[src/rtl/dds_wavegen.sv]
// Purpose: DDS waveform generator (phase accumulator, quarter-wave sine ROM, sine/triangle/saw/square, gain, offset-binary out).
// Latency: 4 cycles from an enabled edge to wave_valid; one sample per clock when en is held.
// Backpressure: none; en is a per-cycle strobe and samples are never stalled or dropped except by rst.
module dds_wavegen #(
  parameter int PHASE_W  = 32,
  parameter int TABLE_AW = 6,
  parameter int AMP_W    = 10
) (
  input  logic               clk,
  input  logic               rst,
  input  logic               en,
  input  logic [PHASE_W-1:0] freq_word,
  input  logic               freq_load,
  input  logic [PHASE_W-1:0] phase_offset,
  input  logic [1:0]         mode,
  input  logic [8:0]         amp_scale,
  output logic [AMP_W-1:0]   wave_out,
  output logic               wave_valid
);

  localparam int N      = TABLE_AW + 2;
  localparam int DEPTH  = 1 << TABLE_AW;
  localparam int RW     = AMP_W - 1;
  localparam int M      = (1 << (AMP_W - 1)) - 1;
  localparam int TRI_SH = AMP_W - 1 - TABLE_AW;
  localparam int SW     = (N > AMP_W) ? N : AMP_W;
  localparam int SHL    = (AMP_W >= N) ? AMP_W - N : 0;
  localparam int SHR    = (N > AMP_W) ? N - AMP_W : 0;
  localparam int PW     = AMP_W + 10;

  localparam logic signed [AMP_W-1:0] POS_M  = AMP_W'(M);
  localparam logic signed [AMP_W-1:0] NEG_M  = AMP_W'(-M);
  localparam logic signed [SW-1:0]    NEG_MW = SW'(-M);
  localparam logic [AMP_W-1:0]        MID    = AMP_W'(1 << (AMP_W - 1));

  typedef enum logic [1:0] {MODE_SINE, MODE_TRI, MODE_SAW, MODE_SQR} mode_e;
  typedef logic [RW-1:0] rom_word_t;

  // Quarter-wave table rom[k] = round(M*sin(pi/2*(k+0.5)/DEPTH)), built at elaboration
  // with a Q30 Taylor series so no external memory image is needed.
  function automatic logic [DEPTH*RW-1:0] build_rom();
    logic [DEPTH*RW-1:0] img;
    longint theta, x2, term, sum;
    img = '0;
    for (int k = 0; k < DEPTH; k++) begin
      theta = (longint'(1686629713) * longint'(2 * k + 1)) >>> (TABLE_AW + 1);
      x2    = (theta * theta) >>> 30;
      term  = theta;
      sum   = theta;
      for (int i = 1; i < 8; i++) begin
        term = -((term * x2) >>> 30) / longint'((2 * i) * (2 * i + 1));
        sum  = sum + term;
      end
      img[k*RW +: RW] = rom_word_t'((longint'(M) * sum + (longint'(1) <<< 29)) >>> 30);
    end
    return img;
  endfunction

  localparam logic [DEPTH*RW-1:0] ROM_IMG = build_rom();

  logic [PHASE_W-1:0]      acc_q, acc_d, fw_q;
  logic [3:0]              vld_q;
  logic [N-1:0]            p1_q, p1_d, p2_q;
  mode_e                   mode1_q, mode2_q;
  logic [8:0]              scale1_q, scale1_d, scale2_q, scale3_q;
  logic [TABLE_AW-1:0]     addr2_q, addr2_d;
  rom_word_t               rom2_q, mag;
  logic signed [AMP_W-1:0] s3_q, s3_d, mag_s, saw_sat;
  logic signed [N-1:0]     saw_v;
  logic signed [SW-1:0]    saw_ext, saw_sh;
  logic [AMP_W-1:0]        out_q, out_d;

  // Stage 1 inputs: next accumulator, phase index from the pre-add accumulator, clamped gain.
  always_comb begin
    acc_d    = en ? acc_q + fw_q : acc_q;
    p1_d     = N'((acc_q + phase_offset) >> (PHASE_W - N));
    scale1_d = (amp_scale > 9'd256) ? 9'd256 : amp_scale;
    // Odd quadrants walk the table backwards; the half-LSB table offset makes ~a exact.
    addr2_d  = p1_q[N-2] ? ~p1_q[N-3:0] : p1_q[N-3:0];
  end

  // Stage 3 shaping: signed sample in the range +/-M for the mode carried with this sample.
  always_comb begin
    mag     = (mode2_q == MODE_TRI) ? (rom_word_t'(addr2_q) << TRI_SH) : rom2_q;
    mag_s   = signed'({1'b0, mag});
    saw_v   = signed'({~p2_q[N-1], p2_q[N-2:0]});
    saw_ext = SW'(saw_v);
    saw_sh  = (saw_ext <<< SHL) >>> SHR;
    saw_sat = (saw_sh < NEG_MW) ? NEG_M : AMP_W'(saw_sh);
    s3_d    = '0;
    case (mode2_q)
      MODE_SINE, MODE_TRI: s3_d = p2_q[N-1] ? -mag_s : mag_s;
      MODE_SAW:            s3_d = saw_sat;
      default:             s3_d = p2_q[N-1] ? NEG_M : POS_M;
    endcase
  end

  // Stage 4 gain: floor(s*scale/256) stays within +/-M because scale never exceeds 256.
  always_comb begin
    out_d = MID + AMP_W'((PW'(s3_q) * PW'(signed'({1'b0, scale3_q}))) >>> 8);
  end

  // Control state: accumulator, frequency shadow and the valid token pipe.
  always_ff @(posedge clk) begin
    if (rst) begin
      acc_q <= '0;
      fw_q  <= '0;
      vld_q <= '0;
    end else begin
      acc_q <= acc_d;
      if (freq_load) fw_q <= freq_word;
      vld_q <= {vld_q[2:0], en};
    end
  end

  // Datapath stages 1-4; mode and gain ride along with each sample so switches stay clean.
  always_ff @(posedge clk) begin
    if (rst) begin
      p1_q     <= '0;
      mode1_q  <= MODE_SINE;
      scale1_q <= '0;
      p2_q     <= '0;
      addr2_q  <= '0;
      rom2_q   <= '0;
      mode2_q  <= MODE_SINE;
      scale2_q <= '0;
      s3_q     <= '0;
      scale3_q <= '0;
      out_q    <= MID;
    end else begin
      p1_q     <= p1_d;
      mode1_q  <= mode_e'(mode);
      scale1_q <= scale1_d;
      p2_q     <= p1_q;
      addr2_q  <= addr2_d;
      rom2_q   <= ROM_IMG[int'(addr2_d)*RW +: RW];
      mode2_q  <= mode1_q;
      scale2_q <= scale1_q;
      s3_q     <= s3_d;
      scale3_q <= scale2_q;
      out_q    <= out_d;
    end
  end

  assign wave_out   = out_q;
  assign wave_valid = vld_q[3];

endmodule

[config.mk]
export PLATFORM = sky130hd
export DESIGN_NAME = dds_wavegen
export DESIGN_NICKNAME = d
export VERILOG_FILES = /design/src/rtl/dds_wavegen.sv
export SDC_FILE = /design/constraint.sdc
export NUM_CORES = 1
export LEC_CHECK = 0
export CAP_MARGIN = 15
export CELL_PAD_IN_SITES_DETAIL_PLACEMENT = 2
export CELL_PAD_IN_SITES_GLOBAL_PLACEMENT = 2
export CORE_ASPECT_RATIO = 0.75
export CORE_UTILIZATION = 40
export CTS_BUF_LIST = sky130_fd_sc_hd__clkbuf_16
export CTS_CLUSTER_SIZE = 20
export DETAILED_ROUTE_END_ITERATION = 10
export DONT_BUFFER_PORTS = 1
export PLACE_DENSITY_LB_ADDON = 0.1
export REMOVE_ABC_BUFFERS = 1
export SETUP_SLACK_MARGIN = 0.05
export SLEW_MARGIN = 40
export SYNTH_ARGS = -nofsm -noshare
export SYNTH_HDL_FRONTEND = slang
export SYNTH_SLANG_ARGS = --single-unit
[constraint.sdc]
create_clock -name clk -period 7.15 [get_ports clk]
set_input_delay 0.715 -clock clk [delete_from_list [all_inputs] [get_ports clk]]
set_output_delay 0.715 -clock clk [all_outputs]
set_load 0.01 [all_outputs]
==> qor_table.md <==
| Parameter | Reported | Unit |
|:---|:---|:---|
| Commonest register cell after synthesis | sky130_fd_sc_hd__dfxtp_1 | - |
| Number of storage elements in the synthesis netlist | 150 | - |
| Pin count of the biggest net entering global routing | 141 | - |
| Via count of the first global-routing pass | 9,907 | - |
| Die Y | 147.2 | um |
| Detailed-route DRC error count | 0 | - |
| Core area | 27,330 | um^2 |
| Per-cell routed wire length | 20.64 | um |
| PortBufs | 0 | - |
| Placed wire-length estimate after detailed placement | 25,640 | um |
| Level count of the clock H-tree | 4 | - |
| Mapped Area | 11,250 | um^2 |
| Die Span X | 195.7 | um |
| Biggest cell delay along the critical path | 0.59 | ns |
| Number of endpoints with negative hold slack in the final report | 0 | - |
| Wirelength, routed | 33,280 | um |
| Number of flops mapped to enable cells by yosys | 0 | - |
| Met3 Routed Length | 1195 | um |
| Final critical path time including I/O delays and setup | 6.035 | ns |
| Max clock buf depth | 2 | - |
| Overflow left after global routing | 0 | - |
| CP Capture Type | register | - |
| Post-CTS setup buffers | 0 | - |
| Clock tree from TritonCTS | yes | - |
| Clock tree skew after final layout | 0.01003 | ns |
| Commonest non-fill, non-tap cells in the layout | sky130_fd_sc_hd__dfxtp_1 (150), sky130_fd_sc_hd__nor2_1 (133), sky130_fd_sc_hd__inv_1 (120), sky130_fd_sc_hd__ha_1 (111), sky130_fd_sc_hd__nand2_1 (95) | - |
| Number of sinks driven by the clock tree | 150 | - |
| Clock transition at the register clock pins on the worst setup and hold paths after CTS | 0.07 | ns |
| R2R Setup Slk | 1.11 | ns |
| Final count of negative-setup-slack endpoints | 0 | - |
| Setup_tns | 0 | ns |
| Crit-path cells | nand2_1 > fa_1 > inv_1 > fa_1 > inv_1 > fa_1 > inv_1 > fa_1 > inv_1 > fa_1 > inv_1 > ha_1 > o311ai_0 > nand3_1 > o41ai_1 > o21ai_0 > a21oi_1 > xnor2_1 > nand2_1 | - |
| Setup repair after global routing missed its margin | no | - |
| Cell count after synthesis | 1,277 | - |
| Pwr/cell area | 208.3 | nW/um^2 |
| PnR Total Power | 2.529 | mW |
| Number of max-slew violations in the final report | 0 | - |
| Sequential cell area fraction in the yosys report | 0.2669 | - |
| Worst supply voltage drop on vdd | 162.8 | uV |
| Number of stages on the worst hold path | 1 | - |
| CP Class | reg2reg | - |
| Fraction of final layout cells with drive strength greater than 1 | 0.04841 | - |
| Max-Slew Margin vs Limit | 0.4897 | - |
| Area growth from synthesis to layout | 7.907 | % |
| Sink of the worst hold path | scale2_q[0] | - |
| Biggest fanout along the worst timing path | 10 | - |
| Routed vias/inst | 5.536 | - |
| Placed Cells incl. Taps | 1,579 | - |
| Worst hold path class | in2reg | - |
| Kind of start point of the critical path | register | - |
| WL met1 | 15,910 | um |
| Ports | 90 | - |
| Clk_lat worst skew | 0.44 | ns |
| Distinct cell type count after synthesis | 67 | - |
| Status | completed | - |
| Resized Gates After CTS | 0 | - |
| Hold buffer count at CTS | 0 | - |
| Reported leakage power | 5.767 | nW |
| Met2 routed wirelength | 15,710 | um |
| Number of cells traversed by the worst register-to-register path | 19 | - |
| Layout Cells excl Fill | 1,612 | - |
| Beginning of the worst register-to-register path | scale3_q[3] | - |
| Number of nets in the final layout | 1,510 | - |
| Transition time of the tightest slew-check pin | 0.7643 | ns |
| Top-area cell type share of the netlist area | 0.2669 | - |
| All-layer global routing usage | 0.2439 | - |
| First-pass iteration count of the detailed router | 4 | - |
| Total via count in the routed design | 8,924 | - |
| Yosys synthesis warning count | 0 | - |
| Capturing point of the worst reg2reg path | wave_out[9] | - |
| Fraction of registers with async set or reset after synthesis | 0 | - |
| Most common library cell in the layout ignoring fill and taps | sky130_fd_sc_hd__dfxtp_1 | - |
| Count of routing violations after the opening detailed-route iteration | 338 | - |
| Synth top area cells | sky130_fd_sc_hd__dfxtp_1 (27%), sky130_fd_sc_hd__fa_1 (13%), sky130_fd_sc_hd__ha_1 (12%) | - |
| Utilization after layout | 0.4443 | - |
| Placement Rows | 52 | - |
| Hold path startpoint | rst | - |
| Synthesized area divided by synthesized cell count | 8.810 | um^2 |
| Fmax achieved | 0.1657 | GHz |
| Number of CTS-inserted buffers | 17 | - |
| Routability-driven placement congestion ratio | 0.8087 | - |
| Root buffer cell | sky130_fd_sc_hd__clkbuf_16 | - |
| Maximum capacitance violations | 0 | - |
| WP data arrival | 6.35 | ns |
| First-pass GRT wire length | 54,350 | um |
| Effective utilization at floorplan | 0.4117 | - |
| Share of the clock period used by the worst path after layout | 0.8441 | - |
| Library cell contributing the largest single delay on the critical path | sky130_fd_sc_hd__o41ai_1 | - |
| Worst Path Buf+Inv | 5 | - |
| Max layer used | met4 | - |
| Category of cells accounting for the largest share of critical-path delay | adder cells | - |
| Initial antenna violation count | 2 | - |
| Remaining antenna violation count after routing | 0 | - |
| Biggest area consumer among synthesized cells | sky130_fd_sc_hd__dfxtp_1 | - |
| Crit path required time | 7.46 | ns |
| Die Area | 28,810 | um^2 |
## layout make-up
type / instances / area (um^2)
antenna: 1 / 2.502
multi-input combinational: 955 / 7632
fill: 3004 / 15190
inverter: 119 / 446.7
clock buffer: 17 / 425.4
clock inverter: 15 / 161.4
timing repair buffer: 4 / 30.03
tap: 351 / 439.2
sequential: 150 / 3003
## Yosys cell counts (34+ instances only)
cell type                  instances
sky130_fd_sc_hd__inv_1           119
sky130_fd_sc_hd__nor2b_1          45
sky130_fd_sc_hd__fa_1             73
sky130_fd_sc_hd__and2_1           61
sky130_fd_sc_hd__nand2_1          95
sky130_fd_sc_hd__o21ai_0          48
sky130_fd_sc_hd__mux2i_1          53
sky130_fd_sc_hd__nor2_1          133
sky130_fd_sc_hd__clkbuf_1         38
sky130_fd_sc_hd__xnor2_1          34
sky130_fd_sc_hd__ha_1            111
sky130_fd_sc_hd__xor2_1           34
sky130_fd_sc_hd__a21oi_1          59
sky130_fd_sc_hd__dfxtp_1         150
## power breakdown
group | switching [mW] | total, mW | internal (mW)
clock | 0.424 | 0.920 | 0.496
combinational | 0.354 | 0.602 | 0.247
sequential | 0.0972 | 1.01 | 0.910
total | 0.876 | 2.53 | 1.65
## layer usage
layer,vias to the layer above,GRT usage
li1,4241,-
met1,4522,0.3238
met2,129,0.4077
met3,32,0.04247
met4,0,0.06836
met5,-,0
## worst max path at each step
| stage | start | to | cells past startpoint |
|---|---|---|---|
| final | scale3_q[3] | wave_out[9] | 19 |
| after detailed placement | scale3_q[3] | wave_out[9] | 19 |
| after global routing | scale3_q[3] | wave_out[9] | 19 |
| after floorplan | scale3_q[3] | wave_out[9] | 21 |
| after CTS | scale3_q[3] | wave_out[9] | 19 |
| after global placement | scale3_q[3] | wave_out[9] | 19 |
## per-stage QoR
stage / setup WS [ns] / area [um^2] / hold slack [ns]
after CTS: 1.050 / 12130 / 0.3323
after floorplan: 2.146 / 11040 / 0.4138
final: 1.115 / 12140 / 0.3454
after global placement: 1.321 / 11510 / 0.4160
after detailed placement: 1.103 / 11540 / 0.4289
after global routing: 0.6066 / 12140 / 0.3288
## logic make-up after synthesis
family	synth area share
xor gates and xnor gates	0.05438
AOI/OAI and AO/OA	0.1359
muxes	0.05216
adders and majority gates	0.2533
and+or+nand+nor	0.1792
DFF	0.2669
buffers and inverters	0.05816
## flip-flops by register name (all words and copies together), names as in the netlist
signal / count
fw_q: 32
addr2_q: 6
scale3_q: 9
scale2_q: 9
mode2_q: 2
vld_q: 4
p2_q: 8
rom2_q: 9
s3_q: 10
wave_out: 10
mode1_q: 2
p1_q: 8
acc_q: 32
scale1_q: 9
No activity file was read; power rests on OpenSTA's default activity.
==> RTL change 1, RTL diff (config.mk and constraints unchanged) <==
Set the parameter `AMP_W` to 11 (it was 10).
--- a/src/rtl/dds_wavegen.sv
+++ b/src/rtl/dds_wavegen.sv
@@ -4,7 +4,7 @@
 module dds_wavegen #(
   parameter int PHASE_W  = 32,
   parameter int TABLE_AW = 6,
-  parameter int AMP_W    = 10
+  parameter int AMP_W    = 11
 ) (
   input  logic               clk,
   input  logic               rst,
Interface: changed (resized wave_out); port bits go from 90 to 91. The function was not compared with the original's and may differ.
==> RTL change 1 against the unedited design <==
- via count increased by 5.7%
- wire length grew 5.1%
- cell count grew 7.4%
- sequential cell count up 3
- count of clock-buffer cells in the layout unchanged
- final area rose by 4.7%
- setup slack better by 0.70 ns
- sequential share of layout area is 0.64 points lower
- power increased by 4.9%
- synthesized cell count rose by 7.4%
- die area grew 5.4%
- area after synthesis up 5.5%
- critical endpoint is now wave_out[10]
- largest power group unchanged
==> RTL change 1: results (changes against the unedited design) <==
run status completed; placed instance count 1699 (+7.6%); Syn. warnings 0 (unchanged); GP Congestion 0.819 (+1.3%); Starting DRT DRC Count 347 (+2.7%); VDD IR-drop max 0.000146 V (-10%); router iterations before antenna repair 4 (unchanged); switching part of the total 0.360 (+0.0135); hpwl dp 26400 um (+3.1%); TritonCTS Buffers 17 (unchanged); IO Port Bufs 0 (unchanged); GRT Util Overall 0.241 (-0.00262); vias in the first global route 10408 (+5.1%); CP Max Fanout 11 (+1); worst hold start rst; vias per inst 5.45 (-1.6%); CP Capture Point wave_out[10]; CP arrival 5.73 ns (-0.62 ns); WS Path Type register to register; FILL cells 3256 (+8.4%); post-synth cell types 75 (+12%); clock slew at reported path FFs 0.07 ns (about the same); top post-synthesis cells by area dfxtp_1, fa_1, ha_1; number of antenna violations at the first check in global routing 0 (-2); Hold Path Stages 1 (unchanged); global-route wire length before repair 56800 um (+4.6%); largest net degree at the start of global routing 157 (+11%); Worst Hold Path EP scale2_q[7]; synth cell count leaders dfxtp_1, nor2_1, inv_1; final net count 1598 (+5.8%); post-route clock skew 0.0126 ns (+0.00259 ns); via count 9435 (+5.7%); HP Class primary input to register; GR Util met2 0.387 (-0.0208); MaxCap Viol Count 0 (unchanged); GRT met3 Usage 0.0407 (-0.00181); P_leak 5.86 nW (+1.6%); htree depth 4 (unchanged); register area share after synthesis 0.258 (-0.00881); share of cells above drive strength 1 0.0478 (-0.000616); final WL 35000 um (+5.1%); worst rel slew slack 0.449 (-0.0409); Critical R2R Launch scale3_q[3]; Clock Latency Late Sink 0.45 ns; met1 Use GR 0.333 (+0.00961); FF-to-FF path depth 18 (-1); flop2flop setup slack 1.81 ns (+0.70 ns); setup bufs post-CTS 0 (unchanged); Synth Instances 1371 (+7.4%); fraction of registers with async set/reset 0 (unchanged); biggest regs acc_q x32, fw_q x32
## RTL change 1: cell count changes after synthesis, moves of 8 or more
| cell | before | now |
|---|---|---|
| nand3_1 | 15 | 25 |
| nand2_1 | 95 | 114 |
| a21o_1 | 26 | 14 |
| xor2_1 | 34 | 17 |
| clkbuf_1 | 38 | 47 |
| or3_1 | 2 | 10 |
| inv_1 | 119 | 127 |
## RTL change 1: worst max-delay path, stage by stage, from the launching register on
cell and delay, ns:
dfxtp_1 0.59, nand2_1 0.14, fa_1 0.56, inv_1 0.07, fa_1 0.54, fa_1 0.45, fa_1 0.54, inv_1 0.05
fa_1 0.53, inv_1 0.05, ha_1 0.31, and2_1 0.15, o21ai_0 0.14, inv_1 0.07, a211o_1 0.35, nand3_1 0.15
a31oi_1 0.14, or3_1 0.36, nand3_1 0.08
## RTL change 1: through the flow
step | instance area [sq um] | setup WS (ns) | hold WS [ns]
floorplan | 11600 | 2.37 | 0.414
finish | 12700 | 1.81 | 0.334
global route | 12700 | 1.51 | 0.324
global placement | 12100 | 1.96 | 0.415
detailed placement | 12100 | 1.86 | 0.427
CTS | 12700 | 1.79 | 0.313
## RTL change 1: logic make-up (layout without fill, tap and decap cells)
group | after synthesis | after routing | share of synthesized area
other | 0 | 1 | 0
DFF | 153 | 153 | 0.258
xor gates and xnor gates | 53 | 53 | 0.0397
AOI/OAI and AO/OA | 251 | 251 | 0.142
and+or+nand+nor | 467 | 467 | 0.193
buffers and inverters | 199 | 167 | 0.0646
adders and majority gates | 193 | 193 | 0.254
muxes | 55 | 55 | 0.0479
## RTL change 1: layer usage
| metal | wire length [um] | part of all wire |
|---|---|---|
| met3 | 1090 | 0.031 |
| met2 | 15900 | 0.45 |
| met5 | 0 | 0 |
| met4 | 621 | 0.018 |
| met1 | 17400 | 0.50 |
## RTL change 1: power groups by stage
| stage | Clock (mW) | Combinational, mW | Sequential (mW) |
|---|---|---|---|
| 2_1_floorplan | 0 | 0.508 | 1.01 |
| 3_3_place_gp | 0 | 0.675 | 1.05 |
| 3_5_place_dp | 0 | 0.699 | 1.06 |
| 4_1_cts | 0.941 | 0.711 | 1.04 |
| 5_1_grt | 0.969 | 0.791 | 1.05 |
| 6_report | 0.910 | 0.706 | 1.04 |
## RTL change 1: layout make-up
| type | count | share of cell area |
|---|---|---|
| multi-input cells | 1019 | 0.634 |
| flip-flops and latches | 153 | 0.241 |
| well taps | 392 | 0.0386 |
| inverters | 128 | 0.0378 |
| clock buffers | 17 | 0.0335 |
| clock inverters | 15 | 0.0111 |
| repair buffers | 7 | 0.00413 |
| diodes | 1 | 0.000197 |
==> RTL change 2, RTL diff (same flow settings) <==
Without the edit above. Register the output `wave_out` once more, with the module's reset; this adds one clock of latency there. The other outputs are not delayed to match.
--- a/src/rtl/dds_wavegen.sv
+++ b/src/rtl/dds_wavegen.sv
@@ -142,7 +142,13 @@
     end
   end
 
-  assign wave_out   = out_q;
+  always_ff @(posedge clk) begin
+    if (rst) begin
+      wave_out <= '0;
+    end else begin
+      wave_out <= out_q;
+    end
+  end
   assign wave_valid = vld_q[3];
 
 endmodule
Behaviour: not the same (Yosys sat finds a counterexample within 4 cycles, from zero or initial values and one cycle with rst high).
==> RTL change 2 against the unedited design <==
- area after synthesis is 4.5% higher
- sequential cell count is 10 higher
- count of clock-buffer cells in the layout stayed put
- setup slack better by 0.37 ns
- final area is 4.5% higher
- power is 0.77% higher
- global-route usage is 0.54 points lower
- wire length is 1.7% higher
==> RTL change 2: results (changes against the unedited design) <==
P_leak 5.98 nW (+3.6%); Int Power 1.71 mW (+3.4%); VDD IR-drop max 0.000169 V (+4.1%); # resized after CTS 0 (unchanged); FF-to-FF path depth 18 (-1); hpwl dp 25900 um (+1.1%); number of antenna violations at the first check in global routing 3 (+1); Hold Path Stages 1 (unchanged); XOR/XNOR share of the synthesized area 0.0432 (-0.0112); flop2flop setup slack 1.49 ns (+0.37 ns); router iterations before antenna repair 4 (unchanged); R2R Path End out_q[9]; Finished Layout Cells 1696 (+5.2%); Adder-Cell Fraction of Synth Area 0.242 (-0.0110); clock slew at reported path FFs 0.07 ns (about the same); drt wl/cell 20.0 um (-3.3%); Worst Hold Path EP scale3_q[7]; GP Congestion 0.809 (about the same); top post-synthesis cells by area dfxtp_1, fa_1, ha_1; FILL cells 3063 (+2.0%); Compound-Gate Fraction of Synth Area 0.152 (+0.0157); final net count 1561 (+3.4%); via count 9235 (+3.5%); worst hold start rst; Area after DPL 12100 sq um (+4.8%); run status completed; post-route clock skew 0.00839 ns (-0.00164 ns); share of cells above drive strength 1 0.0397 (-0.00869); largest net degree at the start of global routing 155 (+9.9%); global-route wire length before repair 55000 um (+1.2%); post-synth cell types 76 (+13%); GRT Util Overall 0.238 (-0.00544); CP arrival 6.00 ns (-0.35 ns); mux cell area share after synthesis 0.0478 (-0.00440); HP Class primary input to register; register area share after synthesis 0.272 (+0.00541); actual slew at the worst max-slew pin 0.721 ns (-0.0433 ns); Starting DRT DRC Count 404 (+20%); vias in the first global route 10045 (+1.4%); Clock Path Buffers 2 (unchanged); WHS 0.325 ns (-0.0205 ns); synth cell count leaders dfxtp_1, nor2_1, inv_1; syn_area_per_cell 8.86 sq um (+0.53%)
RTL change 2: cell types whose count changed in the layout (fill, tap and decap cells not counted), sizes merged, moves of 7 or more:
cell,change
o21ai,-12
nor2b,+8
nor2,-10
dfxtp,+10
a21oi,+7
nand2b,+7
inv,-9
a211oi,+7
RTL change 2: stage by stage:
stage / power (mW) / worst slack, ns / utilization
after floorplan: 1.45 / 2.07 / -
after global placement: 1.61 / 1.77 / 0.425
after detailed placement: 1.64 / 1.51 / 0.425
after CTS: 2.58 / 1.46 / 0.445
after global routing: 2.69 / 1.23 / 0.446
final: 2.55 / 1.49 / 0.446
RTL change 2: worst max path at each step:
stage | end | startpoint | cells past startpoint
floorplan | out_q[9] | scale3_q[3] | 19
global placement | out_q[9] | scale3_q[3] | 18
detailed placement | out_q[9] | scale3_q[3] | 18
CTS | out_q[9] | scale3_q[3] | 18
global route | out_q[9] | scale3_q[3] | 18
finish | out_q[9] | scale3_q[3] | 18
RTL change 2: layout make-up:
cell class / instances / share of cell area
Clock buffer: 17 / 0.0335
Antenna cell: 2 / 0.000395
Multi-Input combinational cell: 997 / 0.626
Inverter: 116 / 0.0343
Timing Repair Buffer: 6 / 0.00355
Clock inverter: 13 / 0.0112
Tap cell: 385 / 0.0380
Sequential cell: 160 / 0.253
RTL change 2: cells by family after synthesis:
| logic type | after synthesis |
|---|---|
| buffers and inverters | 171 |
| DFF | 160 |
| and+or+nand+nor | 439 |
| adders and majority gates | 184 |
| muxes | 56 |
| AOI/OAI and AO/OA | 260 |
| xor gates and xnor gates | 58 |
RTL change 2: metal layers:
metal  up-vias  global-route usage  wire (um)
li1       4479                   -          -
met1      4620               0.345      17600
met2       105               0.361      14700
met3        29              0.0397       1020
met4         2              0.0718        482
met5         -                   0          9
RTL change 2: power groups by stage:
| stage | registers, mW | clock network [mW] | logic, mW |
|---|---|---|---|
| 5_1_grt | 1.07 | 0.976 | 0.643 |
| 3_3_place_gp | 1.07 | 0 | 0.541 |
| 6_report | 1.06 | 0.918 | 0.574 |
| 2_1_floorplan | 1.03 | 0 | 0.415 |
| 3_5_place_dp | 1.07 | 0 | 0.564 |
| 4_1_cts | 1.05 | 0.949 | 0.572 |
RTL change 2: critical path: stages (launching register included):
cell and delay [ns]:
dfxtp_1 0.56, nand2_1 0.17, fa_1 0.55, inv_1 0.05
fa_1 0.45, ha_1 0.33, fa_1 0.54, inv_1 0.05
fa_1 0.56, inv_1 0.06, ha_1 0.22, a2111o_1 0.37
a31oi_2 0.22, a21oi_2 0.12, a41o_1 0.32, o41a_4 0.42
nand4_2 0.12, a21oi_1 0.06, or3b_1 0.36
